File: config.mk
export PLATFORM = sky130hd
export DESIGN_NAME = cam_pixel_capture_flat
export DESIGN_NICKNAME = d
export VERILOG_FILES = /design/src/rtl/cam_pixel_capture_pkg.sv /design/src/rtl/cam_pixel_capture_if.sv /design/src/rtl/cam_pixel_capture_rgb565_to_444.sv /design/src/rtl/cam_pixel_capture.sv /design/src/flat_wrapper.sv
export SDC_FILE = /design/constraint.sdc
export NUM_CORES = 1
export LEC_CHECK = 0
export ABC_CLOCK_PERIOD_IN_PS = 1800
export BUFFER_PORTS_ARGS = -buffer_cell sky130_fd_sc_hd__buf_2
export CORE_AREA = 2 2 130 132
export CTS_CLUSTER_SIZE = 25
export DETAILED_ROUTE_END_ITERATION = 6
export DIE_AREA = 0 0 132 134
export PLACE_DENSITY = 0.42
export SLEW_MARGIN = 20
export SYNTH_ARGS = -nofsm -noshare
export SYNTH_HDL_FRONTEND = slang
export SYNTH_HIERARCHICAL = 1
export SYNTH_SLANG_ARGS = --single-unit
File: constraint.sdc
create_clock -name clk_i -period 1.8 [get_ports clk_i]
set_input_delay 0.36 -clock clk_i [delete_from_list [all_inputs] [get_ports clk_i]]
set_output_delay 0.36 -clock clk_i [all_outputs]
set_load 0.03 [all_outputs]
File: src/rtl/cam_pixel_capture_pkg.sv
// Purpose: shared constants, FSM state encoding and pixel types for the camera capture block.
// Latency: n/a (declarations only).
// Backpressure: n/a.
// Contents: default geometry, frame-buffer address width, state constants, RGB444 pixel
//           struct and a counter-width helper.
package cam_pixel_capture_pkg;

    localparam int unsigned H_ACTIVE_DEF = 640;
    localparam int unsigned V_ACTIVE_DEF = 480;
    localparam int unsigned FRAME_PIXELS = H_ACTIVE_DEF * V_ACTIVE_DEF;
    // Smallest address width that reaches every pixel of a default frame (19 bits).
    localparam int unsigned ADDR_W       = $clog2(FRAME_PIXELS);
    localparam int unsigned PIX_W        = 12;

    // Capture FSM encoding.
    localparam logic [1:0] S_SYNC = 2'd0;
    localparam logic [1:0] S_SKIP = 2'd1;
    localparam logic [1:0] S_ARM  = 2'd2;
    localparam logic [1:0] S_CAP  = 2'd3;

    typedef struct packed {
        logic [3:0] r;
        logic [3:0] g;
        logic [3:0] b;
    } rgb444_t;

    // Bits needed to hold values 0..max_val (at least one bit).
    function automatic int unsigned cnt_width(input int unsigned max_val);
        return (max_val < 2) ? 1 : $clog2(max_val + 1);
    endfunction

endpackage

File: src/rtl/cam_pixel_capture_if.sv
// Purpose: bundles for the sensor byte stream and the frame-buffer write side.
// Latency: n/a (wiring only).
// Backpressure: none; both buses are push-only.
// cam_bus_if : vsync, href, cam_data  (master = sensor, slave = capture block)
// fb_wr_if   : wr_en, wr_addr, wr_data, frame_done, frame_err (master = capture block)
interface cam_bus_if;
    logic       vsync;
    logic       href;
    logic [7:0] cam_data;

    modport master (output vsync, href, cam_data);
    modport slave  (input  vsync, href, cam_data);
endinterface

interface fb_wr_if;
    import cam_pixel_capture_pkg::*;

    logic              wr_en;
    logic [ADDR_W-1:0] wr_addr;
    logic [PIX_W-1:0]  wr_data;
    logic              frame_done;
    logic              frame_err;

    modport master (output wr_en, wr_addr, wr_data, frame_done, frame_err);
    modport slave  (input  wr_en, wr_addr, wr_data, frame_done, frame_err);
endinterface

File: src/rtl/cam_pixel_capture_rgb565_to_444.sv
// Purpose: convert an RGB565 byte pair (high byte first) to a 12-bit RGB444 pixel.
// Latency: combinational.
// Backpressure: none.
// Ports: hi_i/lo_i = RGB565 high/low byte, pix_o = {R[3:0],G[3:0],B[3:0]}.
module rgb565_to_444
    import cam_pixel_capture_pkg::*;
(
    input  logic [7:0] hi_i,
    input  logic [7:0] lo_i,
    output rgb444_t    pix_o
);

    // Keep the top bits of each channel: R5->R4, G6->G4, B5->B4.
    assign pix_o.r = hi_i[7:4];
    assign pix_o.g = {hi_i[2:0], lo_i[7]};
    assign pix_o.b = lo_i[4:1];

    // Truncated LSBs of each channel.
    logic unused_bits;
    assign unused_bits = ^{hi_i[3], lo_i[6:5], lo_i[0]};

endmodule

File: src/rtl/cam_pixel_capture.sv
// Purpose: capture RGB565 camera frames as RGB444 frame-buffer writes after skipping settling frames.
// Latency: a pixel's write strobe appears one cycle after the edge that samples its low byte.
// Backpressure: none; the sensor cannot be stalled, surplus pixels are dropped and flagged.
// Ports: clk_i pixel clock, rst_ni synchronous active-low reset, cam (sensor stream in),
//        fb (write strobe/address/data plus frame_done pulse and per-frame frame_err).
module cam_pixel_capture
    import cam_pixel_capture_pkg::*;
#(
    parameter int unsigned H_ACTIVE    = H_ACTIVE_DEF,
    parameter int unsigned V_ACTIVE    = V_ACTIVE_DEF,
    parameter int unsigned SKIP_FRAMES = 2
) (
    input  logic      clk_i,
    input  logic      rst_ni,
    cam_bus_if.slave  cam,
    fb_wr_if.master   fb
);

    localparam int unsigned LPW = cnt_width(H_ACTIVE + 1);
    localparam int unsigned LCW = cnt_width(V_ACTIVE + 1);
    localparam int unsigned SKW = cnt_width(SKIP_FRAMES);

    localparam logic [ADDR_W-1:0] FRAME_PIX_W = ADDR_W'(H_ACTIVE * V_ACTIVE);
    localparam logic [LPW-1:0]    H_ACT_W     = LPW'(H_ACTIVE);
    localparam logic [LPW-1:0]    LP_MAX      = LPW'(H_ACTIVE + 1);
    localparam logic [LCW-1:0]    V_ACT_W     = LCW'(V_ACTIVE);
    localparam logic [LCW-1:0]    LC_MAX      = LCW'(V_ACTIVE + 1);
    localparam logic [SKW-1:0]    SKIP_LAST   = SKW'(SKIP_FRAMES - 1);

    logic       vsync;
    logic       href;
    logic [7:0] cam_data;

    assign vsync    = cam.vsync;
    assign href     = cam.href;
    assign cam_data = cam.cam_data;

    // State and counters.
    logic [1:0]        state_q,    state_d;
    logic [SKW-1:0]    skip_cnt_q, skip_cnt_d;
    logic              vsync_q;
    logic              href_q;
    logic              phase_q,    phase_d;
    logic [7:0]        hi_q,       hi_d;
    logic [ADDR_W-1:0] pix_cnt_q,  pix_cnt_d;
    logic [LPW-1:0]    line_pix_q, line_pix_d;
    logic [LCW-1:0]    line_cnt_q, line_cnt_d;
    logic              err_acc_q,  err_acc_d;

    // Registered outputs.
    logic              wr_en_q,      wr_en_d;
    logic [ADDR_W-1:0] wr_addr_q,    wr_addr_d;
    rgb444_t           wr_data_q,    wr_data_d;
    logic              frame_done_q, frame_done_d;
    logic              frame_err_q,  frame_err_d;

    logic    vs_rise;
    logic    vs_fall;
    logic    href_fall;
    logic    byte_ok;
    logic    line_end;
    logic    pix_err;
    logic    line_err;
    rgb444_t pix444;

    assign vs_rise   =  vsync & ~vsync_q;
    assign vs_fall   = ~vsync &  vsync_q;
    assign href_fall = ~href  &  href_q;
    assign byte_ok   =  href  & ~vsync;

    rgb565_to_444 u_conv (
        .hi_i  (hi_q),
        .lo_i  (cam_data),
        .pix_o (pix444)
    );

    always_comb begin
        state_d      = state_q;
        skip_cnt_d   = skip_cnt_q;
        phase_d      = phase_q;
        hi_d         = hi_q;
        pix_cnt_d    = pix_cnt_q;
        line_pix_d   = line_pix_q;
        line_cnt_d   = line_cnt_q;
        err_acc_d    = err_acc_q;
        wr_en_d      = 1'b0;
        wr_addr_d    = wr_addr_q;
        wr_data_d    = wr_data_q;
        frame_done_d = 1'b0;
        frame_err_d  = frame_err_q;
        line_end     = 1'b0;
        pix_err      = 1'b0;
        line_err     = 1'b0;

        case (state_q)
            S_SYNC: begin
                if (vsync) begin
                    state_d = (SKIP_FRAMES == 0) ? S_ARM : S_SKIP;
                end
            end

            S_SKIP: begin
                // The blanking interval we entered in does not count; each
                // later vsync rise closes one discarded frame.
                if (vs_rise) begin
                    if (skip_cnt_q == SKIP_LAST) begin
                        state_d    = S_ARM;
                        skip_cnt_d = '0;
                    end else begin
                        skip_cnt_d = skip_cnt_q + 1'b1;
                    end
                end
            end

            S_ARM: begin
                if (vs_fall) begin
                    state_d    = S_CAP;
                    phase_d    = 1'b0;
                    pix_cnt_d  = '0;
                    line_pix_d = '0;
                    line_cnt_d = '0;
                    err_acc_d  = 1'b0;
                end
            end

            S_CAP: begin
                // A vsync rise with href still high closes the open line too.
                line_end = href_fall | (vs_rise & href);

                if (byte_ok) begin
                    if (!phase_q) begin
                        hi_d    = cam_data;
                        phase_d = 1'b1;
                    end else begin
                        phase_d = 1'b0;
                        if (line_pix_q != LP_MAX) begin
                            line_pix_d = line_pix_q + 1'b1;
                        end
                        if (pix_cnt_q < FRAME_PIX_W) begin
                            wr_en_d   = 1'b1;
                            wr_addr_d = pix_cnt_q;
                            wr_data_d = pix444;
                            pix_cnt_d = pix_cnt_q + 1'b1;
                        end else begin
                            pix_err = 1'b1;
                        end
                    end
                end

                if (line_end) begin
                    // A dangling high byte (phase_q set) is simply dropped here.
                    phase_d    = 1'b0;
                    line_pix_d = '0;
                    if ((line_pix_q != H_ACT_W) || phase_q) begin
                        line_err = 1'b1;
                    end
                    if (line_cnt_q >= V_ACT_W) begin
                        line_err = 1'b1;
                    end
                    if (line_cnt_q != LC_MAX) begin
                        line_cnt_d = line_cnt_q + 1'b1;
                    end
                end

                err_acc_d = err_acc_q | pix_err | line_err;

                if (vs_rise) begin
                    state_d      = S_ARM;
                    frame_done_d = 1'b1;
                    frame_err_d  = err_acc_d | (line_cnt_d != V_ACT_W);
                end
            end

            default: state_d = S_SYNC;
        endcase
    end

    always_ff @(posedge clk_i) begin
        if (!rst_ni) begin
            state_q      <= S_SYNC;
            skip_cnt_q   <= '0;
            vsync_q      <= 1'b0;
            href_q       <= 1'b0;
            phase_q      <= 1'b0;
            hi_q         <= '0;
            pix_cnt_q    <= '0;
            line_pix_q   <= '0;
            line_cnt_q   <= '0;
            err_acc_q    <= 1'b0;
            wr_en_q      <= 1'b0;
            wr_addr_q    <= '0;
            wr_data_q    <= '0;
            frame_done_q <= 1'b0;
            frame_err_q  <= 1'b0;
        end else begin
            state_q      <= state_d;
            skip_cnt_q   <= skip_cnt_d;
            vsync_q      <= vsync;
            href_q       <= href;
            phase_q      <= phase_d;
            hi_q         <= hi_d;
            pix_cnt_q    <= pix_cnt_d;
            line_pix_q   <= line_pix_d;
            line_cnt_q   <= line_cnt_d;
            err_acc_q    <= err_acc_d;
            wr_en_q      <= wr_en_d;
            wr_addr_q    <= wr_addr_d;
            wr_data_q    <= wr_data_d;
            frame_done_q <= frame_done_d;
            frame_err_q  <= frame_err_d;
        end
    end

    assign fb.wr_en      = wr_en_q;
    assign fb.wr_addr    = wr_addr_q;
    assign fb.wr_data    = wr_data_q;
    assign fb.frame_done = frame_done_q;
    assign fb.frame_err  = frame_err_q;

endmodule
File: src/flat_wrapper.sv
// flat-port wrapper written by rule: the top's interface ports become plain ports
module cam_pixel_capture_flat import cam_pixel_capture_pkg::*;
#(
    parameter int unsigned H_ACTIVE    = H_ACTIVE_DEF,
    parameter int unsigned V_ACTIVE    = V_ACTIVE_DEF,
    parameter int unsigned SKIP_FRAMES = 2
)
  (clk_i, rst_ni, cam_vsync, cam_href, cam_cam_data, fb_wr_en, fb_wr_addr, fb_wr_data, fb_frame_done, fb_frame_err);
  cam_bus_if cam_i ();
  fb_wr_if fb_i ();
  input  logic clk_i;
  input  logic rst_ni;
  input wire logic [$bits(cam_i.vsync)-1:0] cam_vsync;
  input wire logic [$bits(cam_i.href)-1:0] cam_href;
  input wire logic [$bits(cam_i.cam_data)-1:0] cam_cam_data;
  output wire logic [$bits(fb_i.wr_en)-1:0] fb_wr_en;
  output wire logic [$bits(fb_i.wr_addr)-1:0] fb_wr_addr;
  output wire logic [$bits(fb_i.wr_data)-1:0] fb_wr_data;
  output wire logic [$bits(fb_i.frame_done)-1:0] fb_frame_done;
  output wire logic [$bits(fb_i.frame_err)-1:0] fb_frame_err;
  assign cam_i.vsync = cam_vsync;
  assign cam_i.href = cam_href;
  assign cam_i.cam_data = cam_cam_data;
  assign fb_wr_en = fb_i.wr_en;
  assign fb_wr_addr = fb_i.wr_addr;
  assign fb_wr_data = fb_i.wr_data;
  assign fb_frame_done = fb_i.frame_done;
  assign fb_frame_err = fb_i.frame_err;
  cam_pixel_capture #(.H_ACTIVE(H_ACTIVE), .V_ACTIVE(V_ACTIVE), .SKIP_FRAMES(SKIP_FRAMES)) u_core (.clk_i(clk_i), .rst_ni(rst_ni), .cam(cam_i), .fb(fb_i));
endmodule
== After elaboration in Yosys (flattened, before gate mapping) ==
Index checks and enable logic that the tools add are counted.
Word-level totals
  register bits: 88
  output and inout bits: 34
  input bits: 12
  word-level logic and storage cells: 108
Cells by class
  bitwise logic cells: 13
  equality and inequality tests: 19
  $add $sub $neg: 4
  mux-type cells: 39
  magnitude comparators: 2
  reduce and logical (&&, ||, !) cells: 14
Operators with widths (count)
  19-bit 2-to-1 mux: 4
  10-bit 2-to-1 mux: 5
  19-bit one-hot mux with 2 select lines: 1
  9-bit 2-to-1 mux: 4
  10-bit inequality test (second input constant): 2
  10-bit one-hot mux with 2 select lines: 1
  19-bit by 1-bit adder with 19-bit output (second input constant): 1
  19-bit < comparator (second input constant): 1
  9-bit inequality test (second input constant): 2
  9-bit one-hot mux with 2 select lines: 1
  5-bit AND reduction: 3
  1-bit 2-to-1 mux: 14
  2-bit by 1-bit inequality test with 1-bit output (second input constant): 7
  2-bit 2-to-1 mux: 6
  10-bit by 1-bit adder with 10-bit output (second input constant): 1
  9-bit by 1-bit adder with 9-bit output (second input constant): 1
  9-bit >= comparator (second input constant): 1
  3-bit by 1-bit inequality test with 1-bit output (second input constant): 3
  2-bit one-hot mux with 4 select lines: 1
  2-bit AND reduction: 4
  4-bit AND reduction: 2
  3-bit AND reduction: 2
  1-bit AND: 5
  2-bit by 1-bit equality test with 1-bit output (second input constant): 2
  other kinds (9): 17

== Longest topological paths before layout ==
Gate-level depths: netlist of run 1.
  depth in word-level cells: 8
  mapped depth: 8
  depth with buffers taken out: 7

== Modules after synthesis ==
Netlist of run 1, hierarchy kept.
Modules (own cells, without submodules)
  cam_pixel_capture: area each 4061.4 µm², cells each 483, seq. area each 1761.7 µm², instances 1
  rgb565_to_444: area each 90.1 µm², cells each 12, seq. area each 0.0 µm², instances 1

== Worst setup path before layout of run 1 ==
Ideal clock, no wire load.
  kind: flip-flop to flip-flop
  start point: register u_core.line_cnt_q[0]
  end point: register u_core.frame_err_q (netlist: u_core/fb.frame_err)
  arrival time: 1.701 ns
  cell stages (with the launch flop): 8
  path buffers: 1
  data required time: 1.668 ns
  clock period less this slack: 1.833 ns
  setup time: 0.132 ns
  setup slack: -0.033 ns
  cell sequence: dfxtp_1 > ha_1 > clkbuf_1 > nand2_1 > a2111oi_2 > xnor2_1 > a2111oi_0 > a31oi_1
Between the ends
  cells in the longest elaborated chain, start to end: 6
  elaborated cells on any way between the ends: 12
  those cells by class: add/sub: 1; order compare: 1; eq/ne: 2; mux: 6; bitwise: 2
RTL lines
  start, declared: line cam_pixel_capture.sv:47  | logic [LCW-1:0] line_cnt_q, line_cnt_d;
  start signal, assigned: line cam_pixel_capture.sv:204  | line_cnt_q <= line_cnt_d;
  9-bit by 1-bit adder with 9-bit output, or another cell as far along: line cam_pixel_capture.sv:161  | line_cnt_d = line_cnt_q + 1'b1;
  9-bit 2-to-1 mux or 1-bit 2-to-1 mux (tied branches): line cam_pixel_capture.sv:160, cam_pixel_capture.sv:157
  9-bit 2-to-1 mux or 1-bit 2-to-1 mux (tied branches): line cam_pixel_capture.sv:150  | if (line_end) begin
  9-bit 2-to-1 mux or 1-bit 2-to-1 mux (tied branches): line cam_pixel_capture.sv:95  | case (state_q)
  9-bit inequality test or 1-bit bitwise OR (tied branches): line cam_pixel_capture.sv:170, cam_pixel_capture.sv:165
  1-bit bitwise OR (*): line cam_pixel_capture.sv:170  | frame_err_d = err_acc_d | (line_cnt_d != V_ACT_W);
  end signal, assigned: line cam_pixel_capture.sv:210  | frame_err_q <= frame_err_d;
  end, declared: line cam_pixel_capture.sv:55  | logic frame_err_q, frame_err_d;
Every way passes the cells marked *; elsewhere a longest branch is shown, timed or not. The select of a mux whose other input is x is not followed.
A chain may end at the register's enable or synchronous reset.

== Final worst setup path of run 1 ==
  start point: register u_core.line_cnt_q[1]
  end point: register u_core.line_cnt_q[2]
Between the ends
  cells in the longest elaborated chain, start to end: 5
  elaborated cells on any way between the ends: 6
  those cells by class: add/sub: 1; eq/ne: 1; mux: 4
RTL lines
  9-bit by 1-bit adder with 9-bit output or 9-bit inequality test (tied branches): line cam_pixel_capture.sv:161, cam_pixel_capture.sv:160
  9-bit 2-to-1 mux (*): line cam_pixel_capture.sv:160  | if (line_cnt_q != LC_MAX) begin
  9-bit 2-to-1 mux (*): line cam_pixel_capture.sv:150
  9-bit 2-to-1 mux (*): line cam_pixel_capture.sv:95
  9-bit one-hot mux with 2 select lines (*): line cam_pixel_capture.sv:95
Marked as above.

==> results.cfg, run 1 <==
[die]
io_pins = 46
core_region_area_um2 = 16300
die_h_um = 134
rows = 47
initial_core_util_pct = 25.3
die_area_um2 = 17700
die_w_um = 132

[global_route]
grt_pass1_vias = 3498
grt_pass1_wl_um = 18000
grt.total_usage_pct = 12.6
gr-total-overflow = 0
grt_max_degree = 39
antenna_found_initial = 0

[timing]
grt_setup_unrepaired = true
finClkSkew_ns = 0.00781
drv_slew = 0
slew_headroom_pct = 68.3
setup_viol = 0
tightest_slew_ns = 0.471
fin_setup_tns_ns = 0
clock.fmax_mhz = 557
holdWs_ns = 0.252
period_share_pct = 99.7
post-route-min-period_ns = 1.79
hold_viol = 0

[logic_synthesis]
avgSynthCellArea_um2 = 8.37
ys_warn_count = 6
syn-cell-area_um2 = 4120
synth.net_count = 511
synthCells = 492

[drt]
via_per_inst = 4.64
first_pass_iters = 4
drtIter0Drc = 258
drc = 0
wirelength_um = 11100
wire_per_inst_um = 13.8
vias = 3736
antenna_left = 0

[hold_path]
hold_path.class = input port to flop

[run_status]
outcome = finished, final reports clean

[critical_path]
endpoint_kind = flop
critical_path.max_fanout = 5
regToRegEndpoint = u_core/line_cnt_q[2]$_SDFFE_PN0P_
critical_path_class = flop to flop
crit_family = simple AND/OR/NAND/NOR gates
reg2reg_slack_ns = 0.005
r2r_start = u_core/line_cnt_q[1]$_SDFFE_PN0P_
arrival_ns = 2.04
endpoint = u_core/line_cnt_q[2]$_SDFFE_PN0P_
start_kind = flop
worstSetupPathDepth = 7
worstPathRequired_ns = 2.04
worstSetupStartpoint = u_core/line_cnt_q[1]$_SDFFE_PN0P_
slowest_delay_ns = 0.50
cp_cell_sequence = inv_2, ha_4, nand2b_1, or4_4, and2_4, and3_4, o221a_4
slowest_stage = or4_4
crit_buf_inv = 1
r2r_cells = 7

[clocking]
clk_pin_slew_ns = 0.06
clock_sinks = 87
clock_tree.htree_level_count = 3
clock_latency_ns = 0.35
cts_hold_buf = 0
clockRootBuffer = clkbuf_16
cts_buffers = 9
cts_tree = yes
cts_buffer_depth = 2

[layout]
mostFrequentLayoutCell = nand2_1
layout_common_cells = 91 x nand2_1, 82 x dfxtp_1, 65 x buf_4
n_antenna_cell = 0
drive_above_1_share_pct = 29.0
syn_to_final_growth_pct = 30.5
fin_nets = 600

[run]
max_cap_violations = 0

[placed_design]
gp_congestion = 0.775
hpwl_um = 7730
port_buffers = 45

[power_and_ir_drop]
max-vdd-ir-drop_mv = 0.442
power.leakage_nw = 2.02
p_per_area_nw_per_um2 = 724
[worst min-delay path by stage]
| stage | from | endpoint | slack [ns] | cells after the start |
|---|---|---|---|---|
| after floorplan | u_core/pix_cnt_q[18]$_SDFFE_PN0P_ | u_core/fb.wr_addr[18]$_SDFFE_PN0P_ | 0.43 | 2 |
| after global placement | u_core/hi_q[1]$_SDFFE_PN0P_ | u_core/fb.wr_data[6]$_SDFFE_PN0P_ | 0.44 | 2 |
| after detailed placement | u_core/hi_q[0]$_SDFFE_PN0P_ | u_core/fb.wr_data[5]$_SDFFE_PN0P_ | 0.44 | 2 |
| after CTS | cam_cam_data[5] | u_core/hi_q[5]$_SDFFE_PN0P_ | 0.24 | 3 |
| after global routing | cam_cam_data[3] | u_core/fb.wr_data[2]$_SDFFE_PN0P_ | 0.25 | 3 |
| final | cam_cam_data[5] | u_core/hi_q[5]$_SDFFE_PN0P_ | 0.25 | 3 |
[area by class of cell]
type | instances | area, um2
clock buffer | 11 | 243
clock inverter | 5 | 40.0
fill | 1757 | 10900
inverter | 10 | 37.5
multi-input combinational | 358 | 2230
sequential | 87 | 1750
tap | 220 | 275
timing repair buffer | 115 | 805
[per-stage QoR]
step | cells | power (mW) | utilization, % | cell area [um2] | setup WS (ns)
after floorplan | 492 | 2.07 | - | 4120 | 0.00519
final | 806 | 3.89 | 33.0 | 5370 | 0.00519
after global placement | 783 | 2.14 | 30.4 | 4940 | -0.0689
after CTS | 800 | 3.96 | 32.2 | 5240 | 0.000357
after detailed placement | 783 | 2.14 | 30.4 | 4940 | -0.0920
after global routing | 806 | 4.07 | 33.0 | 5370 | -0.0447
[repair_timing]
| action | in CTS | in global routing |
|---|---|---|
| setup endpoints to repair | 4 | 22 |
| gates cloned | 0 | 1 |
| resized for setup | 3 | 25 |
| pin swaps | 1 | 12 |
| buffers inserted | 1 | 5 |
[routing by layer]
layer | track usage, % | routed length (um) | part of all wire [%]
met3 | 3.10 | 403 | 3.6
met5 | 0 | 0 | 0
met1 | 16.4 | 5280 | 48
met2 | 21.0 | 5330 | 48
met4 | 3.44 | 91 | 0.82
[tightest hold or removal path, cell delays in order]
cell     delay (ns)
buf_2          0.07
mux2i_1        0.05
nor2_1         0.07
[state kept, by name, summed over array words and instances, names as in the netlist]
register              flops
u_core/err_acc_q          1
u_core/fb.wr_data        12
u_core/phase_q            1
u_core/line_cnt_q         9
u_core/line_pix_q        10
u_core/fb.frame_done      1
u_core/fb.frame_err       1
u_core/href_q             1
u_core/pix_cnt_q         19
u_core/fb.wr_en           1
u_core/hi_q               7
u_core/skip_cnt_q         2
u_core/vsync_q            1
u_core/state_q            2
u_core/fb.wr_addr        19
[where the power goes]
part	switching, mW	internal (mW)
clock	0.805	0.983
combinational	0.0950	0.0687
sequential	0.00625	1.93
(Power assumes the default switching activity.)
==> run 2: changes to the inputs <==
Settings changed: CORE_AREA 2 2 130 132 to 2 2 182 95, DIE_AREA 0 0 132 134 to 0 0 184 97.
==> run 2 against run 1 <==
Combinational power grew 2%. Final cell count is 0.87% lower. Non-clock buffer count rose by 3. Setup slack gained 0.039 ns. Power grew 7.7%. Die area increased by 0.90%. Sequential power about the same. Sequential share of layout area is 0.62 points lower. Cell area rose by 2.2%. First-iteration DRC count increased by 14%. Critical path type unchanged. Highest routed layer unchanged.
==> results.cfg, run 2 (synthesis gave the netlist of run 1 again) <==
[layout]
fin_util_pct = 34.1
layout_common_cells = 90 x nand2_1, 79 x dfxtp_1, 67 x buf_4
fin_nets = 603
mostFrequentLayoutCell = nand2_1
n_antenna_cell = 0
drive_above_1_share_pct = 31.1
fillers = 1733
syn_to_final_growth_pct = 33.3

[global_route]
grt_pass1_wl_um = 19900
grt.total_usage_pct = 14.2
grt_max_degree = 21
gr-total-overflow = 0
antenna_found_initial = 0
grt_pass1_vias = 3629

[timing]
slew_headroom_pct = 66.4
post-route-min-period_ns = 1.76
tightest_slew_ns = 0.503
fin_setup_tns_ns = 0
clock.fmax_mhz = 569
hold_viol = 0
holdWs_ns = 0.250
period_share_pct = 97.6
setup_viol = 0
finClkSkew_ns = 0.00710
grt_setup_unrepaired = true
drv_slew = 0

[power_and_ir_drop]
power.leakage_nw = 2.07
max-vdd-ir-drop_mv = 0.332
p_per_area_nw_per_um2 = 763

[drt]
drtIter0Drc = 293
antenna_left = 0
vias = 3813
wirelength_um = 12500
first_pass_iters = 4
via_per_inst = 4.77
drc = 0
wire_per_inst_um = 15.7

[critical_path]
endpoint_kind = flop
slowest_stage = or4_4
crit_family = simple AND/OR/NAND/NOR gates
crit_buf_inv = 1
worstPathRequired_ns = 2.04
cp_cell_sequence = inv_2, ha_4, nand2b_4, or4_4, and2_4, and3_4, o221a_4
critical_path.max_fanout = 5
arrival_ns = 1.99
start_kind = flop
critical_path_class = flop to flop
slowest_delay_ns = 0.45

[run]
max_cap_violations = 0

[clocking]
clock_sinks = 87
clockRootBuffer = clkbuf_16
cts_hold_buf = 0
cts_buffers = 9
clock_latency_ns = 0.34
cts_tree = yes
clk_pin_slew_ns = 0.07
clock_tree.htree_level_count = 3
cts_buffer_depth = 2

[hold_path]
hold_path.class = input port to flop

[die]
die_area_um2 = 17800
die_h_um = 97
rows = 33
io_pins = 46
core_region_area_um2 = 16100
initial_core_util_pct = 25.6
die_w_um = 184

[placed_design]
hpwl_um = 9110
gp_congestion = 0.847
port_buffers = 45

[run_status]
outcome = finished, final reports clean
[run 2: changes by cell type in the layout (fill, tap and decap cells not counted), moves of 2 or more]
| cell | before | now |
|---|---|---|
| o21ai_0 | 16 | 14 |
| bufinv_16 | 0 | 2 |
| dfxtp_2 | 5 | 8 |
| clkinvlp_4 | 3 | 1 |
| a2111oi_4 | 0 | 2 |
| o21ai_1 | 3 | 6 |
| buf_4 | 65 | 67 |
| dfxtp_1 | 82 | 79 |
[run 2: path summary, 6_finish.rpt]
check                           slack, ns                               start  depth (start not counted)                            endpoint
worst min register to register       0.45  u_core/fb.wr_addr[12]$_SDFFE_PN0P_                          2  u_core/fb.wr_addr[12]$_SDFFE_PN0P_
worst max-delay path                 0.04   u_core/line_cnt_q[1]$_SDFFE_PN0P_                          7   u_core/line_cnt_q[2]$_SDFFE_PN0P_
worst min-delay path                 0.25                     cam_cam_data[0]                          3         u_core/hi_q[0]$_SDFFE_PN0P_
worst max register to register       0.04   u_core/line_cnt_q[1]$_SDFFE_PN0P_                          7   u_core/line_cnt_q[2]$_SDFFE_PN0P_
[run 2: per-layer routing]
layer	up-vias	share of wire (%)	track usage (%)
met3	13	6.3	4.18
li1	1917	-	-
met1	1787	56	22.7
met2	96	36	17.8
met5	-	0	0
met4	0	0.86	3.57
[run 2: where the power goes]
group	switching, mW	internal [mW]	total [mW]
clock network	0.849	1.23	2.08
logic	0.0982	0.0697	0.168
registers	0.00721	1.93	1.94
total	0.954	3.24	4.19
[run 2: worst register-to-register path: cells and delay by family, from the launching register on]
| family | cells | cell delay [ns] |
|---|---|---|
| adders and majority gates | 1 | 0.14 |
| AOI/OAI and AO/OA | 1 | 0.24 |
| DFF | 1 | 0.35 |
| buffers and inverters | 1 | 0.08 |
| and+or+nand+nor | 4 | 0.84 |
[run 2: layout make-up]
| class | instances | area [um2] | area share [%] |
|---|---|---|---|
| clock buffer | 9 | 225 | 4.10 |
| timing repair buffer | 118 | 831 | 15.1 |
| inverter | 10 | 37.5 | 0.684 |
| clock inverter | 7 | 103 | 1.87 |
| tap | 210 | 263 | 4.79 |
| sequential | 87 | 1750 | 31.9 |
| multi-input combinational | 358 | 2280 | 41.5 |
[run 2: metrics by stage]
| stage | area [um2] | std cells | total power, mW | worst slack, ns |
|---|---|---|---|---|
| finish | 5490 | 799 | 4.19 | 0.0438 |
| floorplan | 4120 | 492 | 2.07 | 0.00519 |
| global placement | 4960 | 777 | 2.14 | -0.345 |
| CTS | 5350 | 794 | 4.25 | -0.0187 |
| global route | 5490 | 799 | 4.35 | -0.0343 |
| detailed placement | 4960 | 777 | 2.15 | -0.364 |
[run 2: repair_timing]
item,in CTS,in global routing
gates cloned,0,1
resized for setup,13,29
pin swaps,3,11
buffers inserted,1,4
endpoints found under the setup margin,9,24
==> run 3: changes to the inputs <==
Settings changed: CORE_AREA 2 2 182 95 to 2 2 107 160, DIE_AREA 0 0 184 97 to 0 0 109 162.
==> run 3 against run 2 <==
Wire length fell by 5.6%. First-iteration DRC count decreased by 65%. Global-route usage is 0.77 points lower. Final cell count fell by 0.63%. Setup slack worse by 0.019 ns. Largest power group is now registers. Worst hold slack improved by 0.0019 ns.
==> results.cfg, run 3 (synthesis gave the netlist of run 1 again) <==
[run_status]
outcome = finished, final reports clean

[timing]
setup_viol = 0
slew_headroom_pct = 62.0
grt_setup_unrepaired = true
hold_viol = 0
period_share_pct = 98.6
holdWs_ns = 0.252
tightest_slew_ns = 0.566
finClkSkew_ns = 0.0127
post-route-min-period_ns = 1.78
clock.fmax_mhz = 563
drv_slew = 0
fin_setup_tns_ns = 0

[hold_path]
min_delay_path_depth = 3
hold_path.class = input port to flop
hold_end = u_core/hi_q[5]$_SDFFE_PN0P_
hold_path_startpoint = cam_cam_data[5]

[global_route]
grt_pass1_wl_um = 18700
gr-total-overflow = 0
grt.total_usage_pct = 13.5
antenna_found_initial = 0
grt_max_degree = 39
grt_pass1_vias = 3669

[drt]
drc = 0
wirelength_um = 11800
vias = 3820
antenna_left = 0
wire_per_inst_um = 14.9
via_per_inst = 4.81
drtIter0Drc = 104
first_pass_iters = 4

[power_and_ir_drop]
power.leakage_nw = 2.07
p_per_area_nw_per_um2 = 739
max-vdd-ir-drop_mv = 0.357

[clocking]
clk_pin_slew_ns = 0.07
clock_sinks = 87
cts_hold_buf = 0
clock_latency_ns = 0.35
clockRootBuffer = clkbuf_16
cts_buffer_depth = 2
clock_tree.htree_level_count = 3
cts_buffers = 9
cts_tree = yes

[layout]
syn_to_final_growth_pct = 32.6
drive_above_1_share_pct = 30.8
mostFrequentLayoutCell = nand2_1
fin_nets = 602
fillers = 1649
layout_common_cells = 90 x nand2_1, 81 x dfxtp_1, 65 x buf_4
n_antenna_cell = 0

[die]
io_pins = 46
rows = 57
initial_core_util_pct = 25.4
die_h_um = 162
die_area_um2 = 17700
die_w_um = 109
core_region_area_um2 = 16200

[run]
max_cap_violations = 0

[critical_path]
slowest_stage = or4_4
arrival_ns = 2.01
endpoint_kind = flop
regToRegEndpoint = u_core/line_cnt_q[2]$_SDFFE_PN0P_
critical_path_class = flop to flop
critical_path.max_fanout = 5
r2r_start = u_core/line_cnt_q[1]$_SDFFE_PN0P_
cp_cell_sequence = inv_2, ha_1, nand2b_1, or4_4, and2_4, and3_1, o221a_2
worstPathRequired_ns = 2.04
start_kind = flop
slowest_delay_ns = 0.46
r2r_cells = 7
reg2reg_slack_ns = 0.02

[placed_design]
port_buffers = 45
gp_congestion = 0.848
hpwl_um = 8420
## run 3: cell count changes in the layout (fill, tap and decap cells not counted), sizes merged
cell	before	now
clkbuf	9	10
buf	118	116
bufinv	2	1
clkinv	1	2
## run 3: metal layers
metal | track usage (%) | part of all wire [%]
met3 | 2.65 | 3.2
met4 | 5.24 | 2.9
met5 | 0 | 0
met1 | 15.9 | 43
met2 | 23.6 | 51
## run 3: where the power goes
group,internal (mW),switching [mW]
Sequential,1.93,0.00716
Combinational,0.0673,0.0959
Clock,1.09,0.843
## run 3: metrics by stage
| stage | power [mW] | utilization, % | setup WS [ns] | instances | instance area (um2) |
|---|---|---|---|---|---|
| after global routing | 4.20 | 33.7 | -0.0444 | 794 | 5460 |
| after floorplan | 2.07 | - | 0.00519 | 492 | 4120 |
| after global placement | 2.14 | 30.7 | -0.112 | 774 | 4960 |
| final | 4.04 | 33.7 | 0.0245 | 794 | 5460 |
| after CTS | 4.09 | 32.8 | 0.00949 | 793 | 5320 |
| after detailed placement | 2.14 | 30.7 | -0.145 | 774 | 4960 |
## run 3: area by class of cell
type                            count  area [um2]  share of cell area [%]
Timing Repair Buffer              117         841                    15.4
Tap cell                          206         258                    4.72
Sequential cell                    87        1750                    32.0
Multi-Input combinational cell    358        2270                    41.6
Clock inverter                      7        77.6                    1.42
Clock buffer                        9         225                    4.12
Inverter                           10        37.5                   0.687
## run 3: worst max-delay path by stage
| stage | depth (start not counted) | endpoint | start | slack (ns) |
|---|---|---|---|---|
| detailed placement | 6 | u_core/fb.frame_err$_SDFFE_PN0P_ | u_core/line_cnt_q[0]$_SDFFE_PN0P_ | -0.14 |
| floorplan | 6 | u_core/line_cnt_q[2]$_SDFFE_PN0P_ | u_core/line_cnt_q[0]$_SDFFE_PN0P_ | 0.005 |
| CTS | 5 | u_core/pix_cnt_q[5]$_SDFFE_PN0P_ | u_core/vsync_q$_SDFF_PN0_ | 0.009 |
| finish | 7 | u_core/line_cnt_q[2]$_SDFFE_PN0P_ | u_core/line_cnt_q[1]$_SDFFE_PN0P_ | 0.02 |
| global placement | 6 | u_core/pix_cnt_q[5]$_SDFFE_PN0P_ | u_core/pix_cnt_q[15]$_SDFFE_PN0P_ | -0.11 |
| global route | 6 | u_core/pix_cnt_q[5]$_SDFFE_PN0P_ | u_core/pix_cnt_q[15]$_SDFFE_PN0P_ | -0.04 |
## run 3: repair_timing
item | 4_1_cts | 5_1_grt
endpoints found under the setup margin | 50 | 51
setup buffers | 2 | 0
gates cloned | 1 | 1
resized for setup | 9 | 29
pin swaps | 3 | 8
## run 3: critical path: cells and delay by family (launching register included)
kind                       cells  cell delay [ns]
and+or+nand+nor                4             0.88
DFF                            1             0.35
buffers and inverters          1             0.06
AOI/OAI and AO/OA              1             0.25
adders and majority gates      1             0.13
